File: config.mk
export PLATFORM = sky130hd
export DESIGN_NAME = clk_meter
export DESIGN_NICKNAME = d
export VERILOG_FILES = /design/src/rtl/clk_meter_pkg.sv /design/src/rtl/clk_meter_sync_2ff.sv /design/src/rtl/clk_meter.sv
export SDC_FILE = /design/constraint.sdc
export NUM_CORES = 1
export LEC_CHECK = 0
export CORE_MARGIN = 4
export CORE_UTILIZATION = 32
export DETAILED_ROUTE_END_ITERATION = 10
export RECOVER_POWER = 100
export SYNTH_ARGS = -nofsm -noshare
export SYNTH_HDL_FRONTEND = slang
export SYNTH_HIERARCHICAL = 1
export SYNTH_SLANG_ARGS = --single-unit
File: constraint.sdc
create_clock -name clk -period 3.2 [get_ports clk]
set_input_delay 0.48 -clock clk [delete_from_list [all_inputs] [get_ports clk]]
set_output_delay 0.48 -clock clk [all_outputs]
set_load 0.01 [all_outputs]
File: src/rtl/clk_meter_pkg.sv
// clk_meter_pkg
//   Shared definitions for the clock meter: the measurement FSM state
//   encoding. The encoding values are fixed because debug tooling decodes
//   them from the register bank.
package clk_meter_pkg;

  typedef enum logic [1:0] {
    ARMED = 2'd0,  // waiting for the first edge after reset or signal loss
    RUN   = 2'd1,  // measuring; every rise closes one period
    LOST  = 2'd2   // no rising edge within the timeout window
  } state_e;

endpackage

File: src/rtl/clk_meter_sync_2ff.sv
// sync_2ff
//   Generic 1-bit two-flop synchronizer for bringing an asynchronous level
//   into the clk domain. Also used for the other asynchronous inputs of the
//   capture path.
// Ports:
//   clk   - destination clock
//   rst_n - asynchronous active-low reset, clears both stages
//   i_d   - asynchronous input level
//   o_q   - synchronized level, two clk edges of latency
module sync_2ff (
  input  logic clk,
  input  logic rst_n,
  input  logic i_d,
  output logic o_q
);

  logic r_meta;
  logic r_sync;

  always_ff @(posedge clk or negedge rst_n) begin
    if (!rst_n) begin
      r_meta <= 1'b0;
      r_sync <= 1'b0;
    end else begin
      r_meta <= i_d;
      r_sync <= r_meta;
    end
  end

  assign o_q = r_sync;

endmodule

File: src/rtl/clk_meter.sv
// clk_meter
//   Measures period and high time of a slow asynchronous clock-like signal
//   in clk cycles, flags lock when the period stays near EXP_PERIOD and
//   flags loss when rising edges stop arriving.
// Ports:
//   clk        - measurement clock
//   rst_n      - asynchronous active-low reset
//   sig_in     - signal under measurement (asynchronous)
//   period_out - last measured period, cycles
//   high_out   - high time within that period, cycles
//   meas_valid - one-cycle pulse when period_out/high_out update
//   locked     - LOCK_CNT consecutive in-tolerance periods seen
//   sig_lost   - no rising edge for TIMEOUT cycles
module clk_meter
  import clk_meter_pkg::*;
#(
  parameter int CNT_W      = 16,
  parameter int EXP_PERIOD = 20,
  parameter int TOL        = 1,
  parameter int LOCK_CNT   = 4,
  parameter int TIMEOUT    = 64
) (
  input  logic             clk,
  input  logic             rst_n,
  input  logic             sig_in,
  output logic [CNT_W-1:0] period_out,
  output logic [CNT_W-1:0] high_out,
  output logic             meas_valid,
  output logic             locked,
  output logic             sig_lost
);

  localparam int                GOOD_W   = $clog2(LOCK_CNT + 1);
  localparam logic [CNT_W-1:0]  LAST_CNT = CNT_W'(TIMEOUT - 1);
  localparam logic [CNT_W:0]    EXP_W    = (CNT_W + 1)'(EXP_PERIOD);
  localparam logic [CNT_W:0]    TOL_W    = (CNT_W + 1)'(TOL);
  localparam logic [GOOD_W-1:0] GOOD_MAX = GOOD_W'(LOCK_CNT);

  logic              w_sig_s;
  logic              r_sig_d;
  logic              w_rise;
  logic [CNT_W-1:0]  r_per_cnt;
  logic [CNT_W-1:0]  r_hi_cnt;
  state_e            r_state;
  state_e            w_state_next;
  logic              w_timeout;
  logic              w_meas;
  logic              w_to_lost;
  logic              w_clr_lock;
  logic [CNT_W:0]    w_per_p1;
  logic [CNT_W:0]    w_dev;
  logic              w_good;
  logic [GOOD_W-1:0] w_good_cnt_next;
  logic [GOOD_W-1:0] r_good_cnt;
  logic [CNT_W-1:0]  r_period;
  logic [CNT_W-1:0]  r_high;
  logic              r_meas_valid;
  logic              r_locked;
  logic              r_sig_lost;

  // Input conditioning and edge detect
  sync_2ff u_sync (
    .clk   (clk),
    .rst_n (rst_n),
    .i_d   (sig_in),
    .o_q   (w_sig_s)
  );

  always_ff @(posedge clk or negedge rst_n) begin
    if (!rst_n) begin
      r_sig_d <= 1'b0;
    end else begin
      r_sig_d <= w_sig_s;
    end
  end

  assign w_rise = w_sig_s & ~r_sig_d;

  // Period / high-time counters. The rise cycle itself is high, so hi_cnt
  // restarts at 1. per_cnt may wrap while LOST; only rise matters there.
  always_ff @(posedge clk or negedge rst_n) begin
    if (!rst_n) begin
      r_per_cnt <= '0;
      r_hi_cnt  <= '0;
    end else if (w_rise) begin
      r_per_cnt <= '0;
      r_hi_cnt  <= CNT_W'(1);
    end else begin
      r_per_cnt <= r_per_cnt + CNT_W'(1);
      if (w_sig_s) begin
        r_hi_cnt <= r_hi_cnt + CNT_W'(1);
      end
    end
  end

  assign w_timeout = (r_per_cnt == LAST_CNT);

  // FSM: state register
  always_ff @(posedge clk or negedge rst_n) begin
    if (!rst_n) begin
      r_state <= ARMED;
    end else begin
      r_state <= w_state_next;
    end
  end

  // FSM: next state
  always_comb begin
    w_state_next = r_state;
    case (r_state)
      ARMED: begin
        if (w_rise) begin
          w_state_next = RUN;
        end else if (w_timeout) begin
          w_state_next = LOST;
        end
      end
      RUN: begin
        if (!w_rise && w_timeout) begin
          w_state_next = LOST;
        end
      end
      LOST: begin
        if (w_rise) begin
          w_state_next = ARMED;
        end
      end
      default: w_state_next = ARMED;
    endcase
  end

  // FSM: outputs. Lock state is cleared on the edge that enters LOST so that
  // sig_lost and locked never disagree.
  always_comb begin
    w_meas     = (r_state == RUN) && w_rise;
    w_to_lost  = (r_state != LOST) && (w_state_next == LOST);
    w_clr_lock = (r_state == LOST) || w_to_lost;
  end

  // Tolerance check on the closing period, one bit wider than the counter
  // so per_cnt+1 and the subtraction never wrap.
  always_comb begin
    w_per_p1 = {1'b0, r_per_cnt} + (CNT_W + 1)'(1);
    if (w_per_p1 >= EXP_W) begin
      w_dev = w_per_p1 - EXP_W;
    end else begin
      w_dev = EXP_W - w_per_p1;
    end
    w_good = (w_dev <= TOL_W);
    if (!w_good) begin
      w_good_cnt_next = '0;
    end else if (r_good_cnt == GOOD_MAX) begin
      w_good_cnt_next = GOOD_MAX;
    end else begin
      w_good_cnt_next = r_good_cnt + GOOD_W'(1);
    end
  end

  // Measurement, lock and loss registers
  always_ff @(posedge clk or negedge rst_n) begin
    if (!rst_n) begin
      r_period     <= '0;
      r_high       <= '0;
      r_meas_valid <= 1'b0;
      r_good_cnt   <= '0;
      r_locked     <= 1'b0;
      r_sig_lost   <= 1'b0;
    end else begin
      r_meas_valid <= w_meas;
      if (w_meas) begin
        r_period <= w_per_p1[CNT_W-1:0];
        r_high   <= r_hi_cnt;
      end
      if (w_clr_lock) begin
        r_good_cnt <= '0;
        r_locked   <= 1'b0;
      end else if (w_meas) begin
        r_good_cnt <= w_good_cnt_next;
        r_locked   <= (w_good_cnt_next == GOOD_MAX);
      end
      if (w_to_lost) begin
        r_sig_lost <= 1'b1;
      end else if ((r_state == LOST) && w_rise) begin
        r_sig_lost <= 1'b0;
      end
    end
  end

  assign period_out = r_period;
  assign high_out   = r_high;
  assign meas_valid = r_meas_valid;
  assign locked     = r_locked;
  assign sig_lost   = r_sig_lost;

endmodule

==> impl_results.md <==
* Static leakage at about 0.0023 uW
* Unrepaired setup endpoints after global routing: no
* Root buf cell: clkbuf_16
* Cell Rows at 40
* TNS Setup at 0 ns
* Critical register-to-register path startpoint: r_per_cnt[3]
* Skew-Pair Late Insertion Delay at 0.34 ns
* Post-layout total power at ~2800 uW
* CP Class: flop to flop
* Setup bufs post-CTS at 0
* Antenna fix cells at 0
* CP endpoint kind: flop
* Post-synth EDFFs at 0
* Synthesized Nets at between 400 and 500
* Initial antenna violation count at 0
* Slew HR at -23.1%
* Critical path arrival at 3.28 ns
* Pins Over Slew Limit at between 100 and 150
* Total number of vias at 3166
* Overflow after GRT at 0
* CTS tree: built
* Post-synth ARST share at 100%
* Vias in the first global route at 3227
* Vias/cell at 4.89
* Most frequent cell after synthesis: nand2_1
* Core area at between 10000 and 15000 sq um
* Hold-fix buffers, CTS at 0
* Pin count of the biggest net entering global routing at between 70 and 80
* Mux cell area share after synthesis at less than 1%
* Initial DRC count at approximately 140
* Final Hold Viols at 0
* Clock Sinks at 75
* Total GRT Usage at between 10 and 15%
* CTS Buf Count at 9
* Synth Register Bits at 75
* WP data required at approximately 3.5 ns
* Initial Utilization at 33.0%
* Mapped Cells at about 440
* Setup-failing EPs final at 0
* Worst Tran Pin Value at 1.85 ns
* Total number of H-tree levels at 3
* 1st-pass router iterations at 4
* Width of the die at 120 um
* Minimum clock period at between 3 and 4 ns
* Ys Warns at 6
* Crit. Startpoint: r_per_cnt[3]
* Synth Area in Simple Gates at between 20% and 30%
* Drt total wl at between 9000 and 10000 um
* Adder-cell share of the synthesized area at 2.51%
* Top cells by area, synth: dfrtp_1 47%, nand2_1 7.6%, nor2_1 4.8%
* Routed len/inst at between 10 and 15 um
* Reg clk slew, reported paths at 0.06 ns
* Synth Flop Type: dfrtp_1
* Largest family of logic cells by synthesized area: simple AND/OR/NAND/NOR gates
* Status: complete, but fails checks
* Crit path launch type: flop
* # DRC at 0
* Die ar. at 14300 sq um
* Post-synth cell types at 60
* Start point of the worst hold path: u_sync/r_meta
* Power Density at between 500 and 600 nW/um^2
* Share of cells above drive strength 1 at between 10% and 20%
* I/O Pins at 38
* Fmax at between 300 and 400 MHz
* Failing checks: capacitance limit, slew limit
* Sequential fraction of the synthesis area at between 40% and 50%
* Hpwl dp at about 6500 um
* Longest Clk Path Bufs at 2
* Nets@finish at around 490
* Post-Synth XOR/XNOR Area at under 10%
* Die Y at around 120 um
* Final worst path period share at roughly 95%
* Yosys top cell area share at around 47%
* Critical Path Fanout Max at 9
* Mapped Area at 3990 sq um
* Worst min path class: flop to flop
* Routability cong. at between 0.8 and 0.9
* Max IR drop VDD at 0.291 mV
* Post-synthesis compound-gate area fraction at 12.0%
* Antenna-violating nets left at 0
* Syn Area/Cell at just over 9 sq um
* Yosys top cell by area: dfrtp_1
* Max cap viols at 2
* Global-route wire length before repair at roughly 16000 um
* Skew final at between 0.007 and 0.008 ns
* Synth top cells by count: 81 x nand2_1, 75 x dfrtp_1, 51 x nor2_1, 28 x o21ai_0, 20 x xor2_1
* Area Growth Syn to Fin at 22.8%
* Port buffer count at 37
registers in the layout (all words and copies together) (netlist names):
name,flops
meas_valid,1
r_per_cnt,16
u_sync/r_meta,1
high_out,16
r_sig_d,1
r_state,2
period_out,16
sig_lost,1
u_sync/o_q,1
locked,1
r_hi_cnt,16
r_good_cnt,3
cell families (layout without fill, tap and decap cells):
logic type               count (synthesis)  in the layout
AND/OR/NAND/NOR                        209            209
buffers and inverters                   36             80
flip-flops                              75             75
adder cells (fa/ha/maj)                  8              8
AO/OA/AOI/OAI                           71             71
multiplexers                             2              2
XOR/XNOR                                34             34
power by group:
part / total [uW] / leakage, uW / switching, uW / internal, uW
Sequential: 1070 / 0.00101 / 59.0 / 1020
Combinational: 679 / 0.00112 / 389 / 290
Clock: 1030 / 0.000147 / 403 / 629
worst paths after layout:
path | endpoint | slack [ns] | depth (start not counted)
max | locked | 0.18 | 10
min | u_sync/o_q | 0.35 | 0
max reg2reg | locked | 0.18 | 10
min reg2reg | u_sync/o_q | 0.35 | 0
max in group asynchronous | r_per_cnt[8] | 1.46 | 1
min in group asynchronous | meas_valid | 0.65 | 1
layout by cell type (no fill, tap or decap), types with 4 or more instances in the layout:
cell,Yosys,final
and3_1,5,5
buf_4,1,12
inv_1,12,12
and2_1,7,7
clkbuf_16,0,9
ha_1,8,6
nand4_1,11,11
dlygate4sd3_1,0,36
a21oi_1,12,12
or3_1,4,4
xor2_1,20,20
nand3_1,15,15
nor3_1,5,5
a31oi_1,4,4
nand2_1,81,81
o21ai_0,28,29
xnor2_1,12,11
nor2_1,51,51
dfrtp_1,75,75
layout make-up:
cell class	count	area, sq um
clock buffers	11	243
clock inverters	5	60.1
fillers	1228	7210
inverters	13	48.8
multi-input cells	324	2000
flip-flops and latches	75	1880
well taps	168	210
repair buffers	51	464
stage by stage:
stage               instances  hold WS (ns)  worst slack [ns]  utilization [%]  area [sq um]
detailed placement        631         0.335            0.0226             37.8          4580
global route              647         0.366            0.0155             40.5          4900
CTS                       647         0.324            0.0758             40.3          4880
floorplan                 435         0.184             0.288                -          3990
global placement          631         0.336             0.142             37.8          4580
finish                    647         0.347             0.176             40.5          4900
routing by layer:
metal	vias up	GRT usage, %	wire (um)
li1	1572	-	-
met1	1519	16.5	4040
met2	62	23.7	4680
met3	13	4.67	431
met4	0	4.15	111
met5	-	0	0
timing repair:
action                                  in CTS  in global routing
resized for setup                            1                  5
cloned                                       0                  0
endpoints found under the setup margin       1                  4
pin swaps                                    0                  1
hold endpoints to repair                     0                  0
worst max-delay path, stage by stage, from the launching register on:
cell     delay (ns)
dfrtp_1        0.52
ha_4           0.25
and4_2         0.37
nand3_2        0.17
xnor2_2        0.31
nor2_1         0.12
a311o_1        0.32
o211a_2        0.15
nor4_4         0.38
nand3_2        0.12
o31ai_2        0.22
Note: power is estimated with default switching activity, not from simulation.
